===== src/rtl/store_wbuf_pkg.sv =====
// Shared types and helpers for the store write buffer.
package store_wbuf_pkg;

    localparam int WBUF_ADDR_W = 6;
    localparam int WBUF_DATA_W = 16;

    typedef struct packed {
        logic [WBUF_ADDR_W-1:0] addr;
        logic [WBUF_DATA_W-1:0] data;
    } wbuf_entry_t;

    // Advance a circular pointer, wrapping back to zero after depth-1.
    function automatic logic [7:0] wbuf_ptr_inc(input logic [7:0] ptr, input logic [7:0] depth);
        logic [7:0] nxt;
        if (ptr == depth - 8'd1) begin
            nxt = 8'd0;
        end else begin
            nxt = ptr + 8'd1;
        end
        return nxt;
    endfunction

endpackage


===== src/rtl/wbuf_fwd_match.sv =====
// Youngest-match search over the occupied slots of the circular entry array.
// Used for load forwarding and, when merging is enabled, store merge detection.
module wbuf_fwd_match
    import store_wbuf_pkg::*;
#(
    parameter  int DEPTH = 4,
    localparam int PTR_W = $clog2(DEPTH),
    localparam int CNT_W = PTR_W + 1
) (
    input  wbuf_entry_t [DEPTH-1:0] entries,
    input  logic [PTR_W-1:0]        head,
    input  logic [CNT_W-1:0]        count,
    input  logic [WBUF_ADDR_W-1:0]  key,
    input  logic                    skip_head,
    output logic                    hit,
    output logic [WBUF_DATA_W-1:0]  data,
    output logic [PTR_W-1:0]        idx
);

    logic [PTR_W-1:0] pos_s;
    logic [CNT_W-1:0] off_s;
    logic             match_s;

    // Walk oldest to youngest so the last match found is the youngest one
    always_comb begin
        hit     = 1'b0;
        data    = '0;
        idx     = '0;
        pos_s   = '0;
        off_s   = '0;
        match_s = 1'b0;
        for (int i = 0; i < DEPTH; i++) begin
            off_s   = CNT_W'(i);
            pos_s   = head + PTR_W'(i);
            match_s = (off_s < count) &&
                      !(skip_head && (off_s == {CNT_W{1'b0}})) &&
                      (entries[pos_s].addr == key);
            hit     = hit | match_s;
            data    = match_s ? entries[pos_s].data : data;
            idx     = match_s ? pos_s : idx;
        end
    end

endmodule


===== src/rtl/store_write_buffer.sv =====
// FIFO store write buffer in front of the 64x16 data memory, with load forwarding.
// Build option STORE_WBUF_MERGE_EN: stores hitting a buffered address overwrite it in place.
module store_write_buffer
    import store_wbuf_pkg::*;
#(
    parameter int DEPTH  = 4,
    parameter int ADDR_W = WBUF_ADDR_W,
    parameter int DATA_W = WBUF_DATA_W
) (
    input  logic              clk,
    input  logic              rst_n,
    input  logic              st_valid,
    input  logic [ADDR_W-1:0] st_addr,
    input  logic [DATA_W-1:0] st_data,
    output logic              st_ready,
    input  logic              ld_valid,
    input  logic [ADDR_W-1:0] ld_addr,
    output logic [DATA_W-1:0] ld_data,
    output logic              ld_stall,
    input  logic              flush_req,
    output logic              flush_done,
    output logic [ADDR_W-1:0] mem_addr,
    output logic              mem_write_en,
    output logic [DATA_W-1:0] mem_datain,
    input  logic [DATA_W-1:0] mem_dout
);

    localparam int PTR_W = $clog2(DEPTH);
    localparam int CNT_W = PTR_W + 1;

    wbuf_entry_t [DEPTH-1:0] entries_r;
    logic [PTR_W-1:0]        head_r;
    logic [PTR_W-1:0]        tail_r;
    logic [CNT_W-1:0]        count_r;

    logic              full_s;
    logic              empty_s;
    logic              drain_now_s;
    logic              push_s;
    logic              merge_wr_s;
    logic              merge_hit_s;
    logic [PTR_W-1:0]  merge_idx_s;
    logic              fwd_hit_s;
    logic [DATA_W-1:0] fwd_data_s;
    logic [PTR_W-1:0]  unused_fwd_idx_s;

    wbuf_fwd_match #(.DEPTH(DEPTH)) u_fwd (
        .entries   (entries_r),
        .head      (head_r),
        .count     (count_r),
        .key       (ld_addr),
        .skip_head (1'b0),
        .hit       (fwd_hit_s),
        .data      (fwd_data_s),
        .idx       (unused_fwd_idx_s)
    );

`ifdef STORE_WBUF_MERGE_EN
    logic              merge_match_s;
    logic [DATA_W-1:0] unused_merge_data_s;

    // The head entry is excluded while it is being written out this cycle
    wbuf_fwd_match #(.DEPTH(DEPTH)) u_merge (
        .entries   (entries_r),
        .head      (head_r),
        .count     (count_r),
        .key       (st_addr),
        .skip_head (drain_now_s),
        .hit       (merge_match_s),
        .data      (unused_merge_data_s),
        .idx       (merge_idx_s)
    );

    assign merge_hit_s = st_valid && merge_match_s;
`else
    assign merge_hit_s = 1'b0;
    assign merge_idx_s = '0;
`endif

    // Occupancy flags and drain decision; the head drains whenever no load needs the port
    always_comb begin
        full_s      = (count_r == CNT_W'(DEPTH));
        empty_s     = (count_r == {CNT_W{1'b0}});
        drain_now_s = !empty_s && (!ld_valid || full_s || flush_req);
    end

    // Store handshake, load stall and forwarding select
    always_comb begin
        st_ready   = (!full_s || merge_hit_s) && !flush_req;
        push_s     = st_valid && st_ready && !merge_hit_s;
        merge_wr_s = merge_hit_s && !flush_req;
        ld_stall   = ld_valid && drain_now_s;
        flush_done = empty_s;
        if (ld_valid && !ld_stall && fwd_hit_s) begin
            ld_data = fwd_data_s;
        end else begin
            ld_data = mem_dout;
        end
    end

    // Memory port mux: the draining head owns the port, otherwise the load address is presented
    always_comb begin
        if (drain_now_s) begin
            mem_addr     = entries_r[head_r].addr;
            mem_datain   = entries_r[head_r].data;
            mem_write_en = 1'b1;
        end else if (ld_valid) begin
            mem_addr     = ld_addr;
            mem_datain   = {DATA_W{1'b0}};
            mem_write_en = 1'b0;
        end else begin
            mem_addr     = {ADDR_W{1'b0}};
            mem_datain   = {DATA_W{1'b0}};
            mem_write_en = 1'b0;
        end
    end

    // Entry storage, circular pointers and occupancy count
    always_ff @(posedge clk or negedge rst_n) begin
        if (!rst_n) begin
            entries_r <= '0;
            head_r    <= '0;
            tail_r    <= '0;
            count_r   <= '0;
        end else begin
            if (push_s) begin
                entries_r[tail_r] <= '{addr: st_addr, data: st_data};
                tail_r            <= PTR_W'(wbuf_ptr_inc(8'(tail_r), 8'(DEPTH)));
            end else if (merge_wr_s) begin
                entries_r[merge_idx_s].data <= st_data;
            end else begin
                tail_r <= tail_r;
            end
            if (drain_now_s) begin
                head_r <= PTR_W'(wbuf_ptr_inc(8'(head_r), 8'(DEPTH)));
            end else begin
                head_r <= head_r;
            end
            case ({push_s, drain_now_s})
                2'b10:   count_r <= count_r + CNT_W'(1);
                2'b01:   count_r <= count_r - CNT_W'(1);
                default: count_r <= count_r;
            endcase
        end
    end

endmodule

===== config.mk =====
export PLATFORM = sky130hd
export DESIGN_NAME = store_write_buffer
export DESIGN_NICKNAME = d
export VERILOG_FILES = /design/src/rtl/store_wbuf_pkg.sv /design/src/rtl/wbuf_fwd_match.sv /design/src/rtl/store_write_buffer.sv
export SDC_FILE = /design/constraint.sdc
export NUM_CORES = 1
export LEC_CHECK = 0
export ABC_CLOCK_PERIOD_IN_PS = 5800
export CAP_MARGIN = 15
export CORE_UTILIZATION = 58
export DETAILED_ROUTE_END_ITERATION = 8
export GPL_TIMING_DRIVEN = 0
export PLACE_DENSITY = 0.81
export SLEW_MARGIN = 20
export SYNTH_ARGS = -nofsm -noshare
export SYNTH_HDL_FRONTEND = slang
export SYNTH_SLANG_ARGS = --single-unit

===== constraint.sdc =====
create_clock -name clk -period 5.8 [get_ports clk]
set_input_delay 0.87 -clock clk [delete_from_list [all_inputs] [get_ports clk]]
set_output_delay 0.87 -clock clk [all_outputs]
set_load 0.02 [all_outputs]

==> results of run 1 <==
logic make-up (layout without fill, tap and decap cells):
| logic type | count (synthesis) | after routing | synth area share [%] |
|---|---|---|---|
| adders and majority gates | 10 | 10 | 1.78 |
| DFF | 95 | 95 | 33.9 |
| muxes | 183 | 183 | 42.7 |
| and+or+nand+nor | 91 | 91 | 6.65 |
| AOI/OAI and AO/OA | 69 | 69 | 7.84 |
| buffers and inverters | 56 | 155 | 3.58 |
| xor gates and xnor gates | 29 | 29 | 3.62 |
cell type report:
class / instances / share of cell area (%)
Buffer: 50 / 2.79
Tap cell: 143 / 2.14
Clock buffer: 12 / 3.07
Multi-Input combinational cell: 382 / 52.7
Sequential cell: 95 / 28.5
Clock inverter: 3 / 0.225
Inverter: 6 / 0.270
Timing Repair Buffer: 84 / 10.3
cell usage in the layout (no fill, tap or decap), types with 2 or more instances in the layout:
cell             Yosys  final
xor2_1              13     13
mux2_2              90     90
mux4_2              84     84
o31ai_1              2      2
mux2i_1              9      9
ha_1                10     10
clkbuf_8             0      2
nand2_1             36     36
buf_1               14     14
clkbuf_16            0      9
a21oi_1              4      4
clkdlybuf4s50_1      0     82
clkbuf_2             1      4
o21ai_0             11     11
clkinv_2             0      2
and3_1              16     16
o22ai_1             16     16
nor3_1               4      4
a211oi_1            16     16
nor2_1               5      5
buf_6                4      5
and2_1              18     18
o31ai_2             14     14
buf_2                8      8
xnor2_1             16     16
inv_1                6      6
dfrtp_1             95     95
nand3_1              2      2
clkbuf_1            23     21
nand2b_1             2      2
per-stage QoR:
| step | util (%) | hold slack, ns | area [µm²] | setup WS [ns] |
|---|---|---|---|---|
| after CTS | 71.8 | 0.422 | 8340 | 0.124 |
| final | 71.8 | 0.412 | 8340 | 0.0998 |
| after floorplan | - | 0.514 | 7020 | 1.80 |
| after global routing | 71.8 | 0.432 | 8340 | 0.0144 |
| after detailed placement | 69.4 | 0.549 | 8060 | 0.372 |
| after global placement | 69.1 | 0.537 | 8030 | 0.415 |
per-layer routing:
layer	part of all wire (%)	global-route usage (%)	wire [µm]	vias to the layer above
met5	0	0	0	-
met2	50	53.2	9360	295
met1	39	41.6	7380	2699
met4	3.0	14.0	562	0
li1	-	-	-	2279
met3	8.2	5.89	1550	45
worst max path at each step:
stage                     startpoint                   endpoint  slack [ns]  cells past startpoint
6_report       head_r[1]$_DFFE_PN0P_                ld_data[15]         0.1                     11
5_1_grt        head_r[0]$_DFFE_PN0P_                ld_data[15]        0.01                     12
4_1_cts        head_r[0]$_DFFE_PN0P_                 ld_data[5]        0.12                     12
3_5_place_dp   head_r[0]$_DFFE_PN0P_                ld_data[15]        0.37                     12
3_3_place_gp                   rst_n  entries_r[86]$_DFFE_PN0P_        0.42                      1
2_1_floorplan  head_r[0]$_DFFE_PN0P_                ld_data[15]        1.80                     11
worst register-to-register path, cell delays in order, from the launching register on:
cell	delay [ns]
dfrtp_1	0.39
ha_1	0.42
buf_2	0.34
buf_2	0.38
buf_1	0.67
clkbuf_1	0.60
mux2_2	0.27
sequential cells by signal (all words and copies together) (netlist names):
name	count
count_r	3
entries_r	88
head_r	2
tail_r	2
power groups by stage:
stage / clock, µW / combinational [µW] / sequential [µW]
finish: 558 / 3540 / 1400
global route: 596 / 3770 / 1450
CTS: 564 / 3530 / 1380
detailed placement: 0 / 3500 / 1390
global placement: 0 / 3420 / 1330
floorplan: 0 / 2660 / 1250
timing repair:
item,4_1_cts,5_1_grt
gates resized for setup,1,6
gates cloned,0,0
setup endpoints to repair,1,11
==> impl_results.md, run 1 <==
* Run status: finished with violations
* Failing checks: DRC
* Switching power at 2230 µW
* Final WL at 18800 µm
* CP Capture Type: primary output
* Length in cells of the worst reg-to-reg path at 6
* Max clock buf depth at 2
* P per Cell Area at 658 nW/µm²
* GRT overflow at 0
* Register area at 2380 µm²
* R2R setup slack at 2.66 ns
* Synth warn at 0
* Critical path type: flip-flop to primary output
* Chip Width at 112 µm
* Syn avg cell area at 13.2 µm²
* Number of synthesized flops with an enable pin at 0
* Vias per cell at 6.86
* Initial Util at 60.5%
* First-pass GRT wire length at 29800 µm
* Top-count cell post-synth: dfrtp_1
* Die height at 112 µm
* Number of antenna diodes at 0
* PortBufs at 83
* Largest net degree at the start of global routing at 62
* Post-Syn Instances at 533
* Top_reg_cell synth: dfrtp_1
* Crit path max-delay family: buffers and inverters
* WL/cell at 24.3 µm
* Multi-input gate area at 4400 µm²
* Gate power share at 64.4%
* Reg power frac at 25.4%
* Max-cap viol count at 0
* Worst Skew at 0.00729 ns
* Vias after detailed routing at 5318
* Die area at 12500 µm²
* Htree depth at 3
* Min-Delay Path Class: input pin to async pin
* Worst-Margin Slew at 0.964 ns
* Synth cell count leaders: dfrtp_1 (95), mux2_2 (90), mux4_2 (84), nand2_1 (36), clkbuf_1 (23)
* Pre-Repair DR Iteration Count at 7
* GRT Overall Usage at 32.0%
* CP max FO at 10
* Hold Fails Final Rpt at 0
* Crit Reg-Reg Endpoint: head_r[1]$_DFFE_PN0P_
* Fillcell total at 799
* Leak pwr at 0.00332 µW
* Req. time, crit path at 4.93 ns
* Top cells by area, synth: dfrtp_1 (34%), mux4_2 (27%), mux2_2 (14%)
* Skew-Pair Late Insertion Delay at 0.35 ns
* Hold_buf cts at 0
* Fin Setup TNS at 0 ns
* Final ANT Viol Nets at 0
* I/O Pins at 91
* Gpl congestion at 0.961
* Critical path buffer and inverter count at 4
* Clk network pwr share at 10.2%
* Final setup viols at 0
* Row count at 39
* Slew Viols, Final at 0
* Core Area at 11600 µm²
* Inserted Clock Buffers at 9
* Slowest Stage Delay on Critical Path at 0.68 ns
* Switch share at 40.6%
* Hpwl dp at 13200 µm
* Post-layout min period at 5.70 ns
* # DRC at 5
* Area delta synth->final at 18.9%
* Initial antenna violation count at 0
* Unrepaired setup endpoints after global routing: no
* Power after layout at 5490 µW
* Post-synth cell types at 39
* CTS tree: built
* Syn Nets at 592
* Clk root buf: clkbuf_16
* Worst setup SP type: flip-flop
* Fmax at 175 MHz
* Drt initial violations at 529
* Register area share after synthesis at 33.9%
* Clock sink count at 95
* Setup bufs post-CTS at 0
* FF+latch count, synth at 95
* Placed cells at 760
* Synthesized area at 7020 µm²
* Pint at 3260 µW
* Fin cells at 775
* Top cell type's share of synthesized area at 33.9%
* Fin nets at 687
* Synth area leader: dfrtp_1
* Crit-path slowest cell: clkdlybuf4s50_1
* Layout cells sized above 1 at 35.4%
* Rel. slew slack at 35.7%
* Worst vdd ir at 0.327 mV
* Critical R2R Launch: head_r[0]$_DFFE_PN0P_
* Data arrival time of the worst path at 4.83 ns
* Period utilization at 98.3%
* Vias in the first global route at 5529
* Worst path cell trace: clkbuf_1 > buf_1 > mux4_2 > xor2_1 > or4_4 > nor2_2 > clkbuf_2 > and3_1 > a211oi_1 > o31ai_1 > clkdlybuf4s50_1
* Async SR Flop Fraction at 100%
* CTS clk-pin slew, worst paths at 0.06 ns
(Power assumes the default switching activity.)
==> run 2, diff against run 1 <==
--- a/config.mk
+++ b/config.mk
@@ -5,7 +5,7 @@
 export SDC_FILE = /design/constraint.sdc
 export NUM_CORES = 1
 export LEC_CHECK = 0
-export ABC_CLOCK_PERIOD_IN_PS = 5800
+export ABC_CLOCK_PERIOD_IN_PS = 7300
 export CAP_MARGIN = 15
 export CORE_UTILIZATION = 58
 export DETAILED_ROUTE_END_ITERATION = 8
==> constraint.sdc (replaced) <==
create_clock -name clk -period 7.3 [get_ports clk]
set_input_delay 1.095 -clock clk [delete_from_list [all_inputs] [get_ports clk]]
set_output_delay 1.095 -clock clk [all_outputs]
set_load 0.02 [all_outputs]
==> run 2 against run 1 <==
The run still ends with DRC left; sequential power fell by 21%; first-iteration DRC count fell by 0.76%; via count rose by 0.38%; largest power group unchanged; highest routed layer unchanged.
==> impl_results.md, run 2 (synthesis gave the netlist of run 1 again) <==
* Fin Setup TNS at 0 ns (unchanged)
* Die height at 112 µm (unchanged)
* Commonest non-fill, non-tap cells in the layout: dfrtp_1 (95), mux2_2 (90), mux4_2 (84)
* Unrepaired setup endpoints after global routing: no
* Post-Route Utilization at 71.8% (-0.086 points)
* Gate power share at 64.4% (about the same)
* Biggest register: entries_r
* Max-cap viol count at 0 (unchanged)
* Failing checks: DRC
* Hold_buf cts at 0 (unchanged)
* CP Capture Type: primary output
* Switching power at 1770 µW (-21%)
* GRT overflow at 0 (unchanged)
* Switch share at 40.6% (-0.060 points)
* CTS tree: built
* CP max FO at 10 (unchanged)
* Pre-Repair DR Iteration Count at 7 (unchanged)
* Inserted Clock Buffers at 9 (unchanged)
* Hpwl dp at 13200 µm (unchanged)
* Die area at 12500 µm² (unchanged)
* Area after DPL at 8060 µm² (unchanged)
* Hold Fails Final Rpt at 0 (unchanged)
* Data arrival time of the worst path at 5.08 ns (+0.25 ns)
* Reg power frac at 25.5% (about the same)
* Run status: finished with violations
* Rel. slew slack at 35.4% (-0.33 points)
* Worst setup SP type: flip-flop
* Max clock buf depth at 2 (unchanged)
* Crit path from: head_r[0]$_DFFE_PN0P_
* Htree depth at 3 (unchanged)
* Most common cell after layout, fill and taps aside: dfrtp_1
* Top cell by count, worst path: buf_2
* Drt initial violations at 525 (-0.76%)
* Vias per cell at 6.89 (+0.38%)
* Vias after detailed routing at 5338 (+0.38%)
* Crit path max-delay family: buffers and inverters
* Clock sink count at 95 (unchanged)
* Fillcell total at 804 (+0.63%)
* GRT Overall Usage at 32.0% (unchanged)
* Chip Width at 112 µm (unchanged)
* Skew-Pair Late Insertion Delay at 0.35 ns (about the same)
* Clk network pwr share at 10.1% (about the same)
* Worst hold slack at 0.567 ns (+0.155 ns)
* Critical path type: flip-flop to primary output
* Slew Viols, Final at 0 (unchanged)
* Initial antenna violation count at 0 (unchanged)
* Power after layout at 4360 µW (-21%)
* # DRC at 5 (unchanged)
* Layout cells sized above 1 at 34.8% (-0.63 points)
* WL/cell at 24.3 µm (about the same)
* Initial Util at 60.5% (unchanged)
* Largest net degree at the start of global routing at 62 (unchanged)
* Critical path buffer and inverter count at 4 (unchanged)
* Fin nets at 687 (unchanged)
* Area delta synth->final at 18.7%
* Clk root buf: clkbuf_16
* Slowest Stage Delay on Critical Path at 0.76 ns (+0.08 ns)
* PortBufs at 83 (unchanged)
* Number of antenna diodes at 0 (unchanged)
* Worst-Margin Slew at 0.969 ns (+0.00498 ns)
* First-pass GRT wire length at 29800 µm (about the same)
* Pint at 2590 µW (-21%)
* Fmax at 162 MHz
* Worst Skew at 0.00741 ns (+0.000124 ns)
* Leak pwr at 0.00331 µW (-0.29%)
* CTS clk-pin slew, worst paths at 0.06 ns (about the same)
* Final ANT Viol Nets at 0 (unchanged)
* Vias in the first global route at 5528 (-0.018%)
* I/O Pins at 91 (unchanged)
* Worst path cell trace: ha_1 > buf_2 > buf_2 > mux2i_1 > xnor2_1 > nor3_1 > o2111ai_1 > clkbuf_1 > and3_1 > a211oi_1 > o31ai_1 > clkdlybuf4s50_1
* Max reg flops at 88 (unchanged)
* Final setup viols at 0 (unchanged)
* Row count at 39 (unchanged)
* Min-delay src: count_r[1]$_DFFE_PN0P_
* Final instance area at 8330 µm² (-0.12%)
* Req. time, crit path at 6.20 ns (+1.27 ns)
* P per Cell Area at 523 nW/µm² (-21%)
* Largest registers: entries_r x88, count_r x3
* Worst vdd ir at 0.259 mV (-21%)
* Setup bufs post-CTS at 0 (unchanged)
* Final WL at 18800 µm (about the same)
* Min-Delay Path Class: flip-flop to flip-flop
* Crit-path slowest cell: o2111ai_1
* Post-CTS resize count at 0 (-1)
* Post-layout min period at 6.17 ns
* Critical R2R Launch: head_r[0]$_DFFE_PN0P_
* Gpl congestion at 0.961 (unchanged)
* Core Area at 11600 µm² (unchanged)
* Period utilization at 84.6%
-- run 2: cell counts in the layout (fill, tap and decap cells not counted) --
Identical to the previous run, type by type.
-- run 2: final timing paths --
path | endpoint | slack (ns) | cells past startpoint
min in group asynchronous | count_r[0]$_DFFE_PN0P_ | 0.64 | 1
max in group asynchronous | entries_r[16]$_DFFE_PN0P_ | 6.04 | 2
setup reg to reg | head_r[1]$_DFFE_PN0P_ | 4.16 | 6
hold reg to reg | count_r[1]$_DFFE_PN0P_ | 0.57 | 2
setup / recovery | ld_data[15] | 1.13 | 12
hold / removal | count_r[1]$_DFFE_PN0P_ | 0.57 | 2
-- run 2: worst min-delay path, cell delays in order, from the launching register on --
cell and delay (ns):
dfrtp_1 0.41, nand2_1 0.06, o21ai_0 0.06
-- run 2: final cells by class --
| class | count | area, µm² | area share [%] |
|---|---|---|---|
| well taps | 143 | 179 | 2.15 |
| flip-flops and latches | 95 | 2380 | 28.5 |
| repair buffers | 84 | 860 | 10.3 |
| multi-input cells | 382 | 4390 | 52.7 |
| clock inverters | 3 | 18.8 | 0.225 |
| clock buffers | 12 | 256 | 3.08 |
| plain buffers | 50 | 229 | 2.75 |
| inverters | 6 | 22.5 | 0.270 |
-- run 2: per-stage QoR --
step | setup WS [ns] | instances
6_report | 1.13 | 775
3_3_place_gp | 1.69 | 759
2_1_floorplan | 2.91 | 533
4_1_cts | 1.25 | 775
3_5_place_dp | 1.65 | 760
5_1_grt | 1.02 | 775
-- run 2: power groups by stage --
stage          logic, µW  clock network (µW)  registers [µW]
3_5_place_dp        2780                   0            1100
3_3_place_gp        2720                   0            1050
5_1_grt             2990                 473            1150
2_1_floorplan       2110                   0             995
4_1_cts             2800                 448            1100
6_report            2810                 442            1110
-- run 2: per-layer routing --
layer  GRT usage (%)  vias to the layer above  wire length, µm
li1                -                     2278                -
met1            41.6                     2718             7410
met2            53.2                      301             9380
met3            5.89                       41             1510
met4            14.0                        0              542
met5               0                        -                0
